**src/rtl/regfile_sb_if.sv**
```systemverilog
// Register-file / scoreboard bus: writeback port, two read ports and the issue-side hazard check.
interface regfile_sb_if #(
    parameter int XLEN = 64,
    parameter int AW   = 5
);
  logic            RegWrite;
  logic [AW-1:0]   RD;
  logic [XLEN-1:0] WriteData;
  logic [AW-1:0]   RS1;
  logic [AW-1:0]   RS2;
  logic [XLEN-1:0] ReadData1;
  logic [XLEN-1:0] ReadData2;
  logic            IssueValid;
  logic [AW-1:0]   IssueRD;
  logic            Busy1;
  logic            Busy2;
  logic            Stall;

  modport master (
    output RegWrite, RD, WriteData, RS1, RS2, IssueValid, IssueRD,
    input  ReadData1, ReadData2, Busy1, Busy2, Stall
  );

  modport slave (
    input  RegWrite, RD, WriteData, RS1, RS2, IssueValid, IssueRD,
    output ReadData1, ReadData2, Busy1, Busy2, Stall
  );
endinterface

```
**src/rtl/regfile_sb.sv**
```systemverilog
// Register file with per-register pending-write scoreboard; r0 hardwired to zero.
// Define REGFILE_BYPASS_EN to forward same-cycle writeback data/pending-clear to the read side.
module regfile_sb #(
    parameter int              XLEN     = 64,
    parameter int              NREG     = 32,
    parameter int              INIT_IDX = 21,
    parameter logic [XLEN-1:0] INIT_VAL = XLEN'(1)
) (
  input logic         clk,
  input logic         reset,
  regfile_sb_if.slave bus
);
  localparam int AW = $clog2(NREG);

  logic [XLEN-1:0] regs_reg [NREG];
  logic [NREG-1:0] pending_reg;
  logic [NREG-1:0] pending_next;
  logic [NREG-1:0] pend_view;
  logic            wr_en;
  logic            issue_en;
  logic            fwd1;
  logic            fwd2;
  logic            busy1;
  logic            busy2;
  logic            waw;
  logic            stall;

  assign wr_en = bus.RegWrite && !reset && (bus.RD != '0);

`ifdef REGFILE_BYPASS_EN
  // A writeback landing this cycle already resolves the hazard it would report.
  assign fwd1      = wr_en && (bus.RD == bus.RS1);
  assign fwd2      = wr_en && (bus.RD == bus.RS2);
  assign pend_view = pending_reg & ~(wr_en ? (NREG'(1) << bus.RD) : '0);
`else
  assign fwd1      = 1'b0;
  assign fwd2      = 1'b0;
  assign pend_view = pending_reg;
`endif

  always_comb begin
    bus.ReadData1 = '0;
    bus.ReadData2 = '0;
    if (!reset && bus.RS1 != '0)
      bus.ReadData1 = fwd1 ? bus.WriteData : regs_reg[bus.RS1];
    if (!reset && bus.RS2 != '0)
      bus.ReadData2 = fwd2 ? bus.WriteData : regs_reg[bus.RS2];
  end

  assign busy1     = !reset && pend_view[bus.RS1];
  assign busy2     = !reset && pend_view[bus.RS2];
  assign waw       = !reset && pend_view[bus.IssueRD];
  assign stall     = !reset && bus.IssueValid && (busy1 || busy2 || waw);
  assign bus.Busy1 = busy1;
  assign bus.Busy2 = busy2;
  assign bus.Stall = stall;

  assign issue_en = bus.IssueValid && !stall && !reset && (bus.IssueRD != '0);

  // Set beats clear when issue and writeback hit the same register.
  generate
    for (genvar gi = 0; gi < NREG; gi++) begin : g_pend
      if (gi == 0) begin : g_zero
        assign pending_next[gi] = 1'b0;
      end else begin : g_bit
        assign pending_next[gi] = (issue_en && bus.IssueRD == AW'(gi)) ? 1'b1 :
                                  (wr_en && bus.RD == AW'(gi))       ? 1'b0 :
                                  pending_reg[gi];
      end
    end
  endgenerate

  always_ff @(posedge clk) begin
    if (reset)
      pending_reg <= '0;
    else
      pending_reg <= pending_next;
  end

  always_ff @(posedge clk) begin
    for (int i = 0; i < NREG; i++) begin
      if (reset)
        regs_reg[i] <= (i == INIT_IDX && INIT_IDX != 0) ? INIT_VAL : '0;
      else if (wr_en && bus.RD == AW'(i))
        regs_reg[i] <= bus.WriteData;
    end
  end
endmodule

```
**src/flat_wrapper.sv**
```systemverilog
// flat-port wrapper written by rule: the top's interface ports become plain ports
module regfile_sb_flat 
#(
    parameter int              XLEN     = 64,
    parameter int              NREG     = 32,
    parameter int              INIT_IDX = 21,
    parameter logic [XLEN-1:0] INIT_VAL = XLEN'(1)
)
  (clk, reset, bus_RegWrite, bus_RD, bus_WriteData, bus_RS1, bus_RS2, bus_IssueValid, bus_IssueRD, bus_ReadData1, bus_ReadData2, bus_Busy1, bus_Busy2, bus_Stall);
  regfile_sb_if #(.XLEN(XLEN), .AW((5))) bus_i ();
  input logic clk;
  input logic reset;
  input wire logic [$bits(bus_i.RegWrite)-1:0] bus_RegWrite;
  input wire logic [$bits(bus_i.RD)-1:0] bus_RD;
  input wire logic [$bits(bus_i.WriteData)-1:0] bus_WriteData;
  input wire logic [$bits(bus_i.RS1)-1:0] bus_RS1;
  input wire logic [$bits(bus_i.RS2)-1:0] bus_RS2;
  input wire logic [$bits(bus_i.IssueValid)-1:0] bus_IssueValid;
  input wire logic [$bits(bus_i.IssueRD)-1:0] bus_IssueRD;
  output wire logic [$bits(bus_i.ReadData1)-1:0] bus_ReadData1;
  output wire logic [$bits(bus_i.ReadData2)-1:0] bus_ReadData2;
  output wire logic [$bits(bus_i.Busy1)-1:0] bus_Busy1;
  output wire logic [$bits(bus_i.Busy2)-1:0] bus_Busy2;
  output wire logic [$bits(bus_i.Stall)-1:0] bus_Stall;
  assign bus_i.RegWrite = bus_RegWrite;
  assign bus_i.RD = bus_RD;
  assign bus_i.WriteData = bus_WriteData;
  assign bus_i.RS1 = bus_RS1;
  assign bus_i.RS2 = bus_RS2;
  assign bus_i.IssueValid = bus_IssueValid;
  assign bus_i.IssueRD = bus_IssueRD;
  assign bus_ReadData1 = bus_i.ReadData1;
  assign bus_ReadData2 = bus_i.ReadData2;
  assign bus_Busy1 = bus_i.Busy1;
  assign bus_Busy2 = bus_i.Busy2;
  assign bus_Stall = bus_i.Stall;
  regfile_sb #(.XLEN(XLEN), .NREG(NREG), .INIT_IDX(INIT_IDX), .INIT_VAL(INIT_VAL)) u_core (.clk(clk), .reset(reset), .bus(bus_i));
endmodule
```
**config.mk**
```make
export PLATFORM = sky130hd
export DESIGN_NAME = regfile_sb_flat
export DESIGN_NICKNAME = d
export VERILOG_FILES = /design/src/rtl/regfile_sb_if.sv /design/src/rtl/regfile_sb.sv /design/src/flat_wrapper.sv
export SDC_FILE = /design/constraint.sdc
export NUM_CORES = 2
export LEC_CHECK = 0
export BUFFER_PORTS_ARGS = -buffer_cell sky130_fd_sc_hd__clkbuf_2
export CORE_UTILIZATION = 40
export DETAILED_ROUTE_END_ITERATION = 8
export PLACE_DENSITY_LB_ADDON = 0.12
export SYNTH_ARGS = -nofsm -noshare
export SYNTH_HDL_FRONTEND = slang
export SYNTH_SLANG_ARGS = --single-unit
```
**constraint.sdc**
```tcl
create_clock -name clk -period 19.4 [get_ports clk]
set_input_delay 1.94 -clock clk [delete_from_list [all_inputs] [get_ports clk]]
set_output_delay 1.94 -clock clk [all_outputs]
set_load 0.01 [all_outputs]
```
==> run_results.csv <==
group,metric,value,unit
outcome,status,"finished, violations left",
outcome,violations,"capacitance limit, slew limit",
timing,fin_hold_ws,0.4910,ns
placed_design,dp_hpwl,253300,um
synthesis,ys.flop_type,"edfxtp_1",
drt,ant_nets,0,
floorplan,start_util,40.22,%
drt,drc_errors,0,
placed_design,gp_congestion,0.8680,
drt,vias,74760,
finish,final_nets,7713,
power,p_per_area,88.47,nW/um^2
power,ir_worst_vdd,0.08121,mV
critical_path,crit_required,17.46,ns
timing,setup_viol,0,
drt,viasPerCell,6.464,
finish,area_growth,10.28,%
synthesis,ys_seq_area_share,55.86,%
synthesis,synth.avg_cell_area,14.34,sq um
floorplan,core,276500,sq um
timing,clock_skew,0.007825,ns
floorplan,ios,219,
global_routing,grt_pass1_wl,631200,um
clocking,cts_resized,0,
critical_path,worst_setup_path_end_kind,"output pin",
drt,drtIter0Drc,11310,
power,power_leakage,42.52,nW
critical_path,r2r_cells,6,
placed_design,placed_cells,11100,
timing,fin_tns_setup,0,ns
floorplan,die_area,280100,sq um
floorplan,die_w,529.3,um
global_routing,first_global_vias,73190,
timing,period_minus_slack,9.446,ns
global_routing,grt.total_usage,33.07,%
global_routing,overflow,0,
timing,fin_ws,9.954,ns
clocking,post_cts_buffers,0,
timing,finalHoldViolCount,0,
finish,fillerInstances,24410,
finish,post-route-util,44.36,%
placed_design,io_buffers,218,
finish,final_common_cell,"edfxtp_1",
timing,fin_crit_sh,48.69,%
clocking,cts_hold_buf,0,
critical_path,startpoint_type,"input port",
critical_path,crit_type,"in -> out",
clocking,cts_root_buf,"clkbuf_16",
clocking,cts_tree,"yes",
drt,routedWlPerCell,40.60,um
synthesis,netlist.area_leader.share,55.30,%
floorplan,row_count,193,
clocking,clk_pin_slew_worst_paths,0.06,ns
synthesis,ys_seq_elements,2079,
clocking,clk_latency,0.89,ns
timing,finalMaxSlewViolations,2,
finish,mostFrequentLayoutCells,"edfxtp_1 (2048), and2_1 (1983), mux4_2 (744)",
timing,worstMarginPinSlew,1.564,ns
clocking,clockBufferDepth,4,
drt,wl,469500,um
global_routing,antenna_found_initial,87,
synthesis,synth_edf_count,2048,
synthesis,yosysWarnings,0,
min_path,whs_path_depth,2,
synthesis,ys_async_sr_fraction,0,%
timing,fmaxAchievable,0.1059,GHz
critical_path,crit_arrival,7.51,ns
synthesis,synth.top_cells.by_area,"edfxtp_1 (55%), mux4_2 (15%), and2_1 (11%), mux2i_1 (5.7%), o221ai_1 (2.2%)",
synthesis,yosysTopAreaCell,"edfxtp_1",
drt,first_pass_iters,6,
global_routing,grt_max_degree,126,
floorplan,die_y,529.3,um
critical_path,cp_max_fo,98,
timing,relSlewSlack,-5.069,%
synthesis,syn_inst,7757,
synthesis,ys_types,57,
run,drv_cap,1,
clocking,htreeDepth,4,
timing,rsz0062_at_grt,"no",
min_path,hold_class,"reg -> reg",
clocking,cts_buffers,232,
finish,drive_above_1_share,21.53,%
finish,largest_reg_flops,2048,
clocking,cts_sinks,2079,
synthesis,syn-cell-area,111200,sq um
placed_design,dp_slack,10.11,ns
finish,finalNonFillerCells,11570,
[where the power goes]
group | total (mW) | switching (mW) | leakage [nW] | internal (mW)
clock | 4.16 | 1.88 | 3.33 | 2.28
sequential | 5.30 | 0.121 | 19.7 | 5.18
combinational | 1.39 | 0.891 | 19.4 | 0.495
[final cells by class]
cell class | instances | area, sq um | area share (%)
antenna | 54 | 135.1 | 0.1102
sequential | 2079 | 62120 | 50.65
clock buffer | 290 | 6066 | 4.946
timing repair buffer | 428 | 2984 | 2.433
tap | 3705 | 4636 | 3.780
inverter | 41 | 211.5 | 0.1724
multi-input combinational | 4843 | 45760 | 37.31
clock inverter | 125 | 737.0 | 0.6009
[path summary, 6_finish.rpt]
path	from	end	slack (ns)
worst max-delay path	bus_RS2[0]	bus_ReadData2[33]	9.95
worst min-delay path	u_core.pend_view[27]	u_core.pend_view[27]	0.49
worst min register to register	u_core.pend_view[27]	u_core.pend_view[27]	0.49
worst max register to register	u_core.pend_view[29]	u_core.pend_view[5]	16.52
[cell usage after synthesis (2+ instances only)]
library cell and instances:
a211o_1 10, a211oi_1 9, a21oi_1 213, a221oi_1 78, a22o_1 19, a31oi_1 2, and2_1 1983, buf_1 30
buf_2 134, buf_4 73, buf_6 16, clkbuf_1 604, dfxtp_1 31, edfxtp_1 2048, inv_1 40, mux2_2 140
mux2i_1 636, mux4_2 744, nand2_1 55, nand2b_1 11, nand3b_1 2, nand4b_1 2, nor2_1 154, nor2b_1 13
nor3_1 124, nor3b_1 2, nor4_1 11, o211ai_1 4, o21ai_0 53, o21ai_1 11, o221ai_1 278, o22ai_1 169
or2_1 2, or2_2 19, or3_1 4, or4_1 12
[per-layer routing]
| layer | share of wire [%] | up-vias | track usage [%] |
|---|---|---|---|
| li1 | - | 29600 | - |
| met2 | 47 | 4723 | 52.92 |
| met3 | 10 | 1038 | 7.413 |
| met4 | 5.5 | 42 | 17.29 |
| met1 | 37 | 39360 | 41.91 |
| met5 | 0.060 | - | 0 |
[logic make-up after synthesis]
kind of cell / after synthesis / synth area share [%]
flip-flops: 2079 / 55.86
buffers and inverters: 898 / 3.536
multiplexers: 1521 / 22.23
AND/OR/NAND/NOR: 2398 / 12.91
AO/OA/AOI/OAI: 860 / 5.461
other: 1 / 0.003372
[worst max-delay path, stage by stage]
cell and delay (ns):
buf_8 0.49, buf_4 0.72, buf_4 0.77, buf_12 0.62, buf_4 0.65, mux4_2 0.33, mux2_2 0.15, a221oi_1 0.06
nor3_1 1.01, clkbuf_2 0.31
[stage by stage]
stage,area [sq um],power [mW]
2_1_floorplan,111400,6.175
3_3_place_gp,115700,6.729
3_5_place_dp,115700,6.748
4_1_cts,122500,10.85
5_1_grt,122500,11.09
6_report,122700,10.85
Power figures use the tool's default switching activity.
